<file path="src/rtl/tri_feeder.sv">
// Transmit side of the rasterizer triangle interface: walks a per-frame triangle
// list in synchronous memory and hands each triangle over with valid/ready.
module tri_feeder #(
   parameter int unsigned NUM_TRI     = 12,
   parameter int unsigned COORD_W     = 9,
   parameter int unsigned ADDR_W      = 8,
   parameter int unsigned MEM_LATENCY = 2
) (
   input  logic                 clk_in,
   input  logic                 rst_in,
   input  logic                 frame_start_in,
   output logic [ADDR_W-1:0]    mem_addr_out,
   input  logic [9*COORD_W-1:0] mem_data_in,
   input  logic                 tri_ready_in,
   output logic [9*COORD_W-1:0] triangle_out,
   output logic                 valid_tri_out,
   output logic                 new_frame_out,
   output logic                 obj_done_out,
   output logic                 busy_out
);

   localparam logic [ADDR_W-1:0] LAST_IDX = ADDR_W'((NUM_TRI == 0) ? 0 : NUM_TRI - 1);
   localparam logic [2:0]        LAT      = 3'(MEM_LATENCY);

   typedef enum logic [2:0] {
      IDLE,
      NEWFRAME,
      FETCH,
      SEND,
      DONE
   } state_t;

   state_t            state;
   logic [ADDR_W-1:0] idx;
   logic              pending;
   logic [2:0]        lat_cnt;

   always_ff @(posedge clk_in or posedge rst_in) begin
      if (rst_in) begin
         state         <= IDLE;
         idx           <= '0;
         pending       <= 1'b0;
         lat_cnt       <= '0;
         mem_addr_out  <= '0;
         triangle_out  <= '0;
         valid_tri_out <= 1'b0;
         new_frame_out <= 1'b0;
         obj_done_out  <= 1'b0;
         busy_out      <= 1'b0;
      end else begin
         new_frame_out <= 1'b0;
         obj_done_out  <= 1'b0;

         // Requests arriving during a pass collapse into a single follow-up pass.
         if (frame_start_in && (state != IDLE))
            pending <= 1'b1;

         case (state)
            IDLE: begin
               if (frame_start_in || pending) begin
                  pending       <= 1'b0;
                  state         <= NEWFRAME;
                  new_frame_out <= 1'b1;
                  busy_out      <= 1'b1;
               end
            end

            NEWFRAME: begin
               idx <= '0;
               if (NUM_TRI == 0) begin
                  state        <= DONE;
                  obj_done_out <= 1'b1;
               end else begin
                  state        <= FETCH;
                  mem_addr_out <= '0;
                  lat_cnt      <= '0;
               end
            end

            // The first fetch of a frame waits one extra cycle for the address
            // issued on entry; later fetches start counting at 1.
            FETCH: begin
               if (lat_cnt == LAT) begin
                  triangle_out  <= mem_data_in;
                  valid_tri_out <= 1'b1;
                  state         <= SEND;
               end else begin
                  lat_cnt <= lat_cnt + 3'd1;
               end
            end

            SEND: begin
               if (tri_ready_in) begin
                  valid_tri_out <= 1'b0;
                  if (idx == LAST_IDX) begin
                     state        <= DONE;
                     obj_done_out <= 1'b1;
                  end else begin
                     idx          <= idx + 1'b1;
                     mem_addr_out <= idx + 1'b1;
                     lat_cnt      <= 3'd1;
                     state        <= FETCH;
                  end
               end
            end

            DONE: begin
               state    <= IDLE;
               busy_out <= 1'b0;
            end

            default: begin
               state         <= IDLE;
               valid_tri_out <= 1'b0;
               busy_out      <= 1'b0;
            end
         endcase
      end
   end

endmodule

</file>
<file path="config.mk">
export PLATFORM = sky130hd
export DESIGN_NAME = tri_feeder
export DESIGN_NICKNAME = d
export VERILOG_FILES = /design/src/rtl/tri_feeder.sv
export SDC_FILE = /design/constraint.sdc
export NUM_CORES = 1
export LEC_CHECK = 0
export ABC_CLOCK_PERIOD_IN_PS = 2700
export CAP_MARGIN = 20
export CELL_PAD_IN_SITES_DETAIL_PLACEMENT = 0
export CELL_PAD_IN_SITES_GLOBAL_PLACEMENT = 1
export CORE_MARGIN = 1.5
export CORE_UTILIZATION = 31
export CTS_CLUSTER_SIZE = 10
export DETAILED_ROUTE_END_ITERATION = 8
export PLACE_DENSITY_LB_ADDON = 0.1
export SYNTH_ARGS = -nofsm -noshare
export SYNTH_HDL_FRONTEND = slang
export SYNTH_SLANG_ARGS = --single-unit
</file>
<file path="constraint.sdc">
create_clock -name clk_in -period 2.7 [get_ports clk_in]
set_input_delay 0.27 -clock clk_in [delete_from_list [all_inputs] [get_ports clk_in]]
set_output_delay 0.27 -clock clk_in [all_outputs]
set_load 0.02 [all_outputs]
</file>
==> reports/summary.txt, run 1 <==
Status - complete, no violations
DP Area - 6320 um2
Number of hold-repair buffers added at the cts stage - 0
Fill cell count - 1256
Average cell area after synthesis - 15.9 um2
Final core utilization - 47.6%
Worst-path clk slew - 0.07 ns
Max-cap violation count - 0
First-pass iteration count of the detailed router - 3
Number of antenna violations at the first check in global routing - 0
EDFF count, synth - 0
Detailed router's first-iteration violation count - 107
Average detailed-routed wire length per instance - 16.4 um
Die Ht - 123 um
Post-synthesis register bit count - 100
Synth-to-layout area growth - 49.1%
Final #Nets - 546
Antenna Violating Nets Remaining - 0
Dpl hpwl - 7490 um
Prevailing post-synth register cell - sky130_fd_sc_hd__dfrtp_1
Total Neg Setup Slack - 0 ns
Multi-input combinational cell area - 1690 um2
Type of destination of the critical path - flip-flop
Worst slew pin tran - 0.724 ns
Min Tclk post-route - 2.19 ns
Worst Path Required - 2.92 ns
Placed insts - 627
Pin count of the biggest net entering global routing - 45
RSZ-0062 raised after global routing - false
Final routed wirelength across all metal layers - 10500 um
Clock tree from TritonCTS - done
Clock H-tree levels - 3
IR Drop Worst-Case VDD - 465 uV
Total routing usage reported by global routing - 14.3%
Final hold violation count - 0
Total I/O pin count - 178
Area of the die - 15100 um2
Core area - 13900 um2
IO buf count - 177
Hold WS - 0.407 ns
Async S/R FF share, synth - 100%
Met1 track demand over resource - 18.9%
First-pass GRT wire length - 16300 um
Pwr dens - 1230 nW/um2
Count of placed standard cells in the final layout, fillers left out - 643
Worst endpoint data arrival time - 2.41 ns
Area taken by flip-flops and latches - 2500 um2
Maximum fanout count along the critical path - 5
Critical path launch point type - flip-flop
N_diodes - 0
Synthesized Nets - 368
Maximum buffer depth of the clock tree - 2
Starting Density - 31.9%
Area of all placed cells without fillers - 6630 um2
Met3 Track Usage GR - 4.18%
Worst min path class - in -> async
CTS Buf Count - 9
Chip width - 123 um
Number of distinct library cells after synthesis - 40
Vias per Instance - 4.46
Fraction of final layout cells sized beyond drive strength 1 - 23.5%
Post-cts resize count - 0
Leakage component of the power - 2.99 nW
Clock latency of the later-clocked register in the worst-skew pair - 0.34 ns
Final-report max-slew violation count - 0
Setup violation total in the final timing report - 0
Via count of the first global-routing pass - 3003
Highest-utilization routing layer at the global route stage - met2
Share of synthesized area occupied by flip-flops and latches - 56.3%
Highest clock rate - 457 MHz
Cell count after synthesis - 280
R2R depth - 5
Crit Path Class - reg -> reg
Routing usage on met2 - 21.7%
Congestion Overflow GR - 0
FP Rows - 43
Total standard cell area after synthesis - 4440 um2
Final estimated routing congestion in global placement - 0.763
Slew headroom - 51.6%
Final Skew - 0.00560 ns
Final worst-path cycle share - 81.1%
Count of vias placed by the detailed router - 2869
Sinks on the clock net - 100
Number of buffers inserted to repair setup after CTS - 0
CTS root buffer - sky130_fd_sc_hd__clkbuf_16
Synth warn - 0
Remaining design rule violation count - 0
[per-layer routing]
layer	vias to the layer above	wire, um
li1	1343	-
met1	1409	4750
met2	107	4860
met3	10	788
met4	0	150
met5	-	0
[path summary, 6_finish.rpt]
path,startpoint,to,slack [ns]
max,idx[0],lat_cnt[0],0.51
min,rst_in,triangle_out[6],0.41
max reg2reg,idx[0],lat_cnt[0],0.51
min reg2reg,busy_out,busy_out,0.50
max in group asynchronous,rst_in,triangle_out[39],1.62
min in group clk_in,busy_out,busy_out,0.50
[layout by cell type, fill, tap and decap left out, types with 2 or more instances in the layout]
cell,Yosys,routed
sky130_fd_sc_hd__nand4_1,3,3
sky130_fd_sc_hd__nor2_1,9,9
sky130_fd_sc_hd__and3_1,2,2
sky130_fd_sc_hd__inv_1,8,7
sky130_fd_sc_hd__nand2b_1,2,2
sky130_fd_sc_hd__mux2_4,79,79
sky130_fd_sc_hd__dfrtp_1,100,100
sky130_fd_sc_hd__a21o_1,2,2
sky130_fd_sc_hd__mux2_2,4,4
sky130_fd_sc_hd__a21oi_1,5,5
sky130_fd_sc_hd__o31ai_1,2,2
sky130_fd_sc_hd__a211oi_1,2,2
sky130_fd_sc_hd__ha_1,3,3
sky130_fd_sc_hd__clkbuf_8,0,2
sky130_fd_sc_hd__clkbuf_16,0,9
sky130_fd_sc_hd__o211ai_1,4,4
sky130_fd_sc_hd__or3_1,3,3
sky130_fd_sc_hd__buf_12,9,4
sky130_fd_sc_hd__nor3_1,3,3
sky130_fd_sc_hd__clkdlybuf4s50_1,0,177
sky130_fd_sc_hd__nor2b_1,2,2
sky130_fd_sc_hd__clkbuf_1,4,2
sky130_fd_sc_hd__nor4_1,2,2
sky130_fd_sc_hd__clkinvlp_4,0,3
sky130_fd_sc_hd__nand3_1,3,3
sky130_fd_sc_hd__o21ai_0,2,2
sky130_fd_sc_hd__nand2_1,10,10
[registers in the layout, indices dropped and copies added (netlist names)]
register       count
idx                8
state              3
busy_out           1
new_frame_out      1
lat_cnt            3
pending            1
triangle_out      81
valid_tri_out      1
obj_done_out       1
[cell usage after synthesis (2+ instances only)]
cell,n,area [um2]
sky130_fd_sc_hd__dfrtp_1,100,2500
sky130_fd_sc_hd__mux2_4,79,1190
sky130_fd_sc_hd__nand2_1,10,37.5
sky130_fd_sc_hd__buf_12,9,180
sky130_fd_sc_hd__nor2_1,9,33.8
sky130_fd_sc_hd__inv_1,8,30.0
sky130_fd_sc_hd__a21oi_1,5,25.0
sky130_fd_sc_hd__clkbuf_1,4,15.0
sky130_fd_sc_hd__mux2_2,4,45.0
sky130_fd_sc_hd__o211ai_1,4,30.0
sky130_fd_sc_hd__ha_1,3,37.5
sky130_fd_sc_hd__nand3_1,3,15.0
sky130_fd_sc_hd__nand4_1,3,18.8
sky130_fd_sc_hd__nor3_1,3,15.0
sky130_fd_sc_hd__or3_1,3,18.8
sky130_fd_sc_hd__a211oi_1,2,15.0
sky130_fd_sc_hd__a21o_1,2,15.0
sky130_fd_sc_hd__and3_1,2,12.5
sky130_fd_sc_hd__nand2b_1,2,12.5
sky130_fd_sc_hd__nor2b_1,2,12.5
sky130_fd_sc_hd__nor4_1,2,12.5
sky130_fd_sc_hd__o21ai_0,2,10.0
sky130_fd_sc_hd__o31ai_1,2,15.0
[kinds of logic after synthesis]
logic type               share of synthesized area, %
flip-flops                                       56.3
buffers and inverters                            5.57
multiplexers                                     27.9
AND/OR/NAND/NOR                                  5.49
adder cells (fa/ha/maj)                         0.845
AO/OA/AOI/OAI                                    3.86
[worst max-delay path, cell delays in order, from the launching register on]
cell and delay (ns):
sky130_fd_sc_hd__dfrtp_1 0.44, sky130_fd_sc_hd__ha_1 0.23, sky130_fd_sc_hd__or4b_2 0.67, sky130_fd_sc_hd__nor2_1 0.19, sky130_fd_sc_hd__o32a_2 0.21, sky130_fd_sc_hd__mux2_2 0.33
[layout make-up]
type / count / area share [%]
clock inverter: 3 / 0.680
clock buffer: 13 / 3.93
tap: 180 / 3.40
multi-input combinational: 156 / 25.6
inverter: 9 / 0.604
sequential: 100 / 37.8
timing repair buffer: 182 / 28.1
[power breakdown]
part	switching [mW]	internal [mW]
sequential	0.419	2.20
combinational	1.76	2.47
clock	0.537	0.770
total	2.71	5.45
[through the flow]
step | setup slack, ns | power [mW]
2_1_floorplan | 0.567 | 5.27
3_3_place_gp | 0.601 | 6.87
3_5_place_dp | 0.558 | 6.92
4_1_cts | 0.529 | 8.30
5_1_grt | 0.442 | 8.64
6_report | 0.511 | 8.16
Power figures use the tool's default switching activity.
==> run 2, diff against run 1 <==
- ABC_CLOCK_PERIOD_IN_PS: 2700 -> 2120
- CORE_UTILIZATION: 31 -> 34
- clock period: 2.7 -> 2.12 ns (I/O delays scaled with it)
==> reports/summary.txt, run 2 (same netlist as run 1, synthesis figures left out) <==
Fraction of final layout cells sized beyond drive strength 1 - 25.7%
Area taken by flip-flops and latches - 2500 um2
FP Rows - 41
Final estimated routing congestion in global placement - 0.826
Total routing usage reported by global routing - 15.8%
Overall Power - 10.3 mW
Register with the most flip-flops - triangle_out
Remaining design rule violation count - 0
Worst min path class - in -> async
CTS root buffer - sky130_fd_sc_hd__clkbuf_16
Routing usage on met2 - 24.7%
Congestion Overflow GR - 0
Fill cell count - 1116
Cell family with most CP delay - simple AND/OR/NAND/NOR gates
Final #Nets - 554
Antenna Violating Nets Remaining - 0
Maximum fanout count along the critical path - 5
IR Drop Worst-Case VDD - 580 uV
Top flop regs - triangle_out x81, idx x8
Final hold violation count - 0
Worst endpoint data arrival time - 2.28 ns
Highest clock rate - 488 MHz
Pwr dens - 1550 nW/um2
Final Skew - 0.00781 ns
First-pass iteration count of the detailed router - 4
Buffer and inverter count on the worst path - 0
Starting Density - 35.1%
Slew headroom - 65.4%
Average detailed-routed wire length per instance - 16.4 um
Status - complete, no violations
RSZ-0062 raised after global routing - true
Pin count of the biggest net entering global routing - 81
Power Internal - 6.86 mW
Clock latency of the later-clocked register in the worst-skew pair - 0.35 ns
Met3 Track Usage GR - 5.64%
Synth-to-layout area growth - 49.5%
Post-cts resize count - 0
Dpl hpwl - 7530 um
Final routed wirelength across all metal layers - 10500 um
Critical path depth in cells - 5
Final worst-path cycle share - 96.6%
Die Ht - 117 um
Sequential Power Share - 32.1%
Worst Path Required - 2.35 ns
Leakage component of the power - 3.02 nW
Count of placed standard cells in the final layout, fillers left out - 642
Final-report max-slew violation count - 0
Sinks on the clock net - 100
Type of destination of the critical path - flip-flop
Clock H-tree levels - 3
Core area - 12700 um2
Ordered cell list for the critical path - ha_1, or4b_2, nor2_2, o32a_2, mux2_2
Number of hold-repair buffers added at the cts stage - 0
Detailed router's first-iteration violation count - 118
Vias per Instance - 4.55
First-pass GRT wire length - 17000 um
Setup violation total in the final timing report - 0
DP Area - 6350 um2
Most common library cell in the layout ignoring fill and taps - sky130_fd_sc_hd__clkdlybuf4s50_1
Max-cap violation count - 0
Worst path max stage delay - 0.65 ns
N_diodes - 0
Met1 track demand over resource - 20.9%
Flip-flop count of the largest register, all copies and words added - 81
Area of the die - 13800 um2
Clock tree from TritonCTS - done
CTS Buf Count - 9
Placed insts - 627
IO buf count - 177
Slack of the worst reg-to-reg path - 0.07 ns
Cell with the largest stage delay on the worst path - sky130_fd_sc_hd__or4b_2
Critical path launch point type - flip-flop
Relative contribution of the clock network to total power - 15.3%
Via count of the first global-routing pass - 2957
Chip width - 117 um
Count of vias placed by the detailed router - 2922
Fraction of power consumed by combinational cells - 52.6%
Switching part of the total - 33.5%
Highest-utilization routing layer at the global route stage - met2
Worst slew pin tran - 0.518 ns
Number of buffers inserted to repair setup after CTS - 0
Top library cells by usage in the layout, fill and taps aside - 177 x sky130_fd_sc_hd__clkdlybuf4s50_1, 99 x sky130_fd_sc_hd__dfrtp_1, 79 x sky130_fd_sc_hd__mux2_4
Worst-path clk slew - 0.07 ns
Crit Path Class - reg -> reg
Min Tclk post-route - 2.05 ns
Number of antenna violations at the first check in global routing - 0
Maximum buffer depth of the clock tree - 2
R2R depth - 5
Total net switching power - 3.46 mW
Total I/O pin count - 178
Area of all placed cells without fillers - 6640 um2
Multi-input combinational cell area - 1700 um2
==> run 2: layer usage <==
metal	vias up	wire length, um
met5	-	0
met4	0	114
met3	9	546
met2	89	5030
met1	1460	4830
li1	1364	-
==> run 2: worst reg2reg max path: stages (launching register included) <==
cell and delay, ns:
sky130_fd_sc_hd__dfrtp_2 0.42, sky130_fd_sc_hd__ha_1 0.18, sky130_fd_sc_hd__or4b_2 0.65, sky130_fd_sc_hd__nor2_2 0.16, sky130_fd_sc_hd__o32a_2 0.19, sky130_fd_sc_hd__mux2_2 0.33
==> run 2: per-stage QoR <==
stage	hold slack (ns)	setup TNS [ns]	util, %	setup WS [ns]
2_1_floorplan	0.361	0	-	0.00180
3_3_place_gp	0.485	0	50.1	0.112
3_5_place_dp	0.493	0	50.1	0.0823
4_1_cts	0.298	0	52.4	0.0640
5_1_grt	0.312	-0.00375	52.4	-0.00375
6_report	0.302	0	52.4	0.0721
==> run 2: power by group through the flow <==
| stage | Clock (mW) | Combinational, mW | Sequential, mW |
|---|---|---|---|
| after floorplan | 0 | 2.36 | 4.36 |
| after global placement | 0 | 5.46 | 3.30 |
| after detailed placement | 0 | 5.46 | 3.35 |
| after CTS | 1.65 | 5.50 | 3.32 |
| after global routing | 1.71 | 5.73 | 3.42 |
| final | 1.58 | 5.43 | 3.31 |
==> run 2: path summary, 6_finish.rpt <==
check / startpoint / to
worst max-delay path: idx[0] / lat_cnt[0]
worst min-delay path: rst_in / triangle_out[7]
worst max register to register: idx[0] / lat_cnt[0]
worst min register to register: busy_out / busy_out
max in group asynchronous: rst_in / idx[0]
min in group clk_in: mem_data_in[16] / triangle_out[16]
==> run 2: final cells by class <==
type	count	share of cell area, %
multi-input cells	156	25.6
repair buffers	190	28.5
well taps	172	3.24
clock inverters	3	0.320
flip-flops and latches	100	37.7
clock buffers	12	4.01
inverters	9	0.603
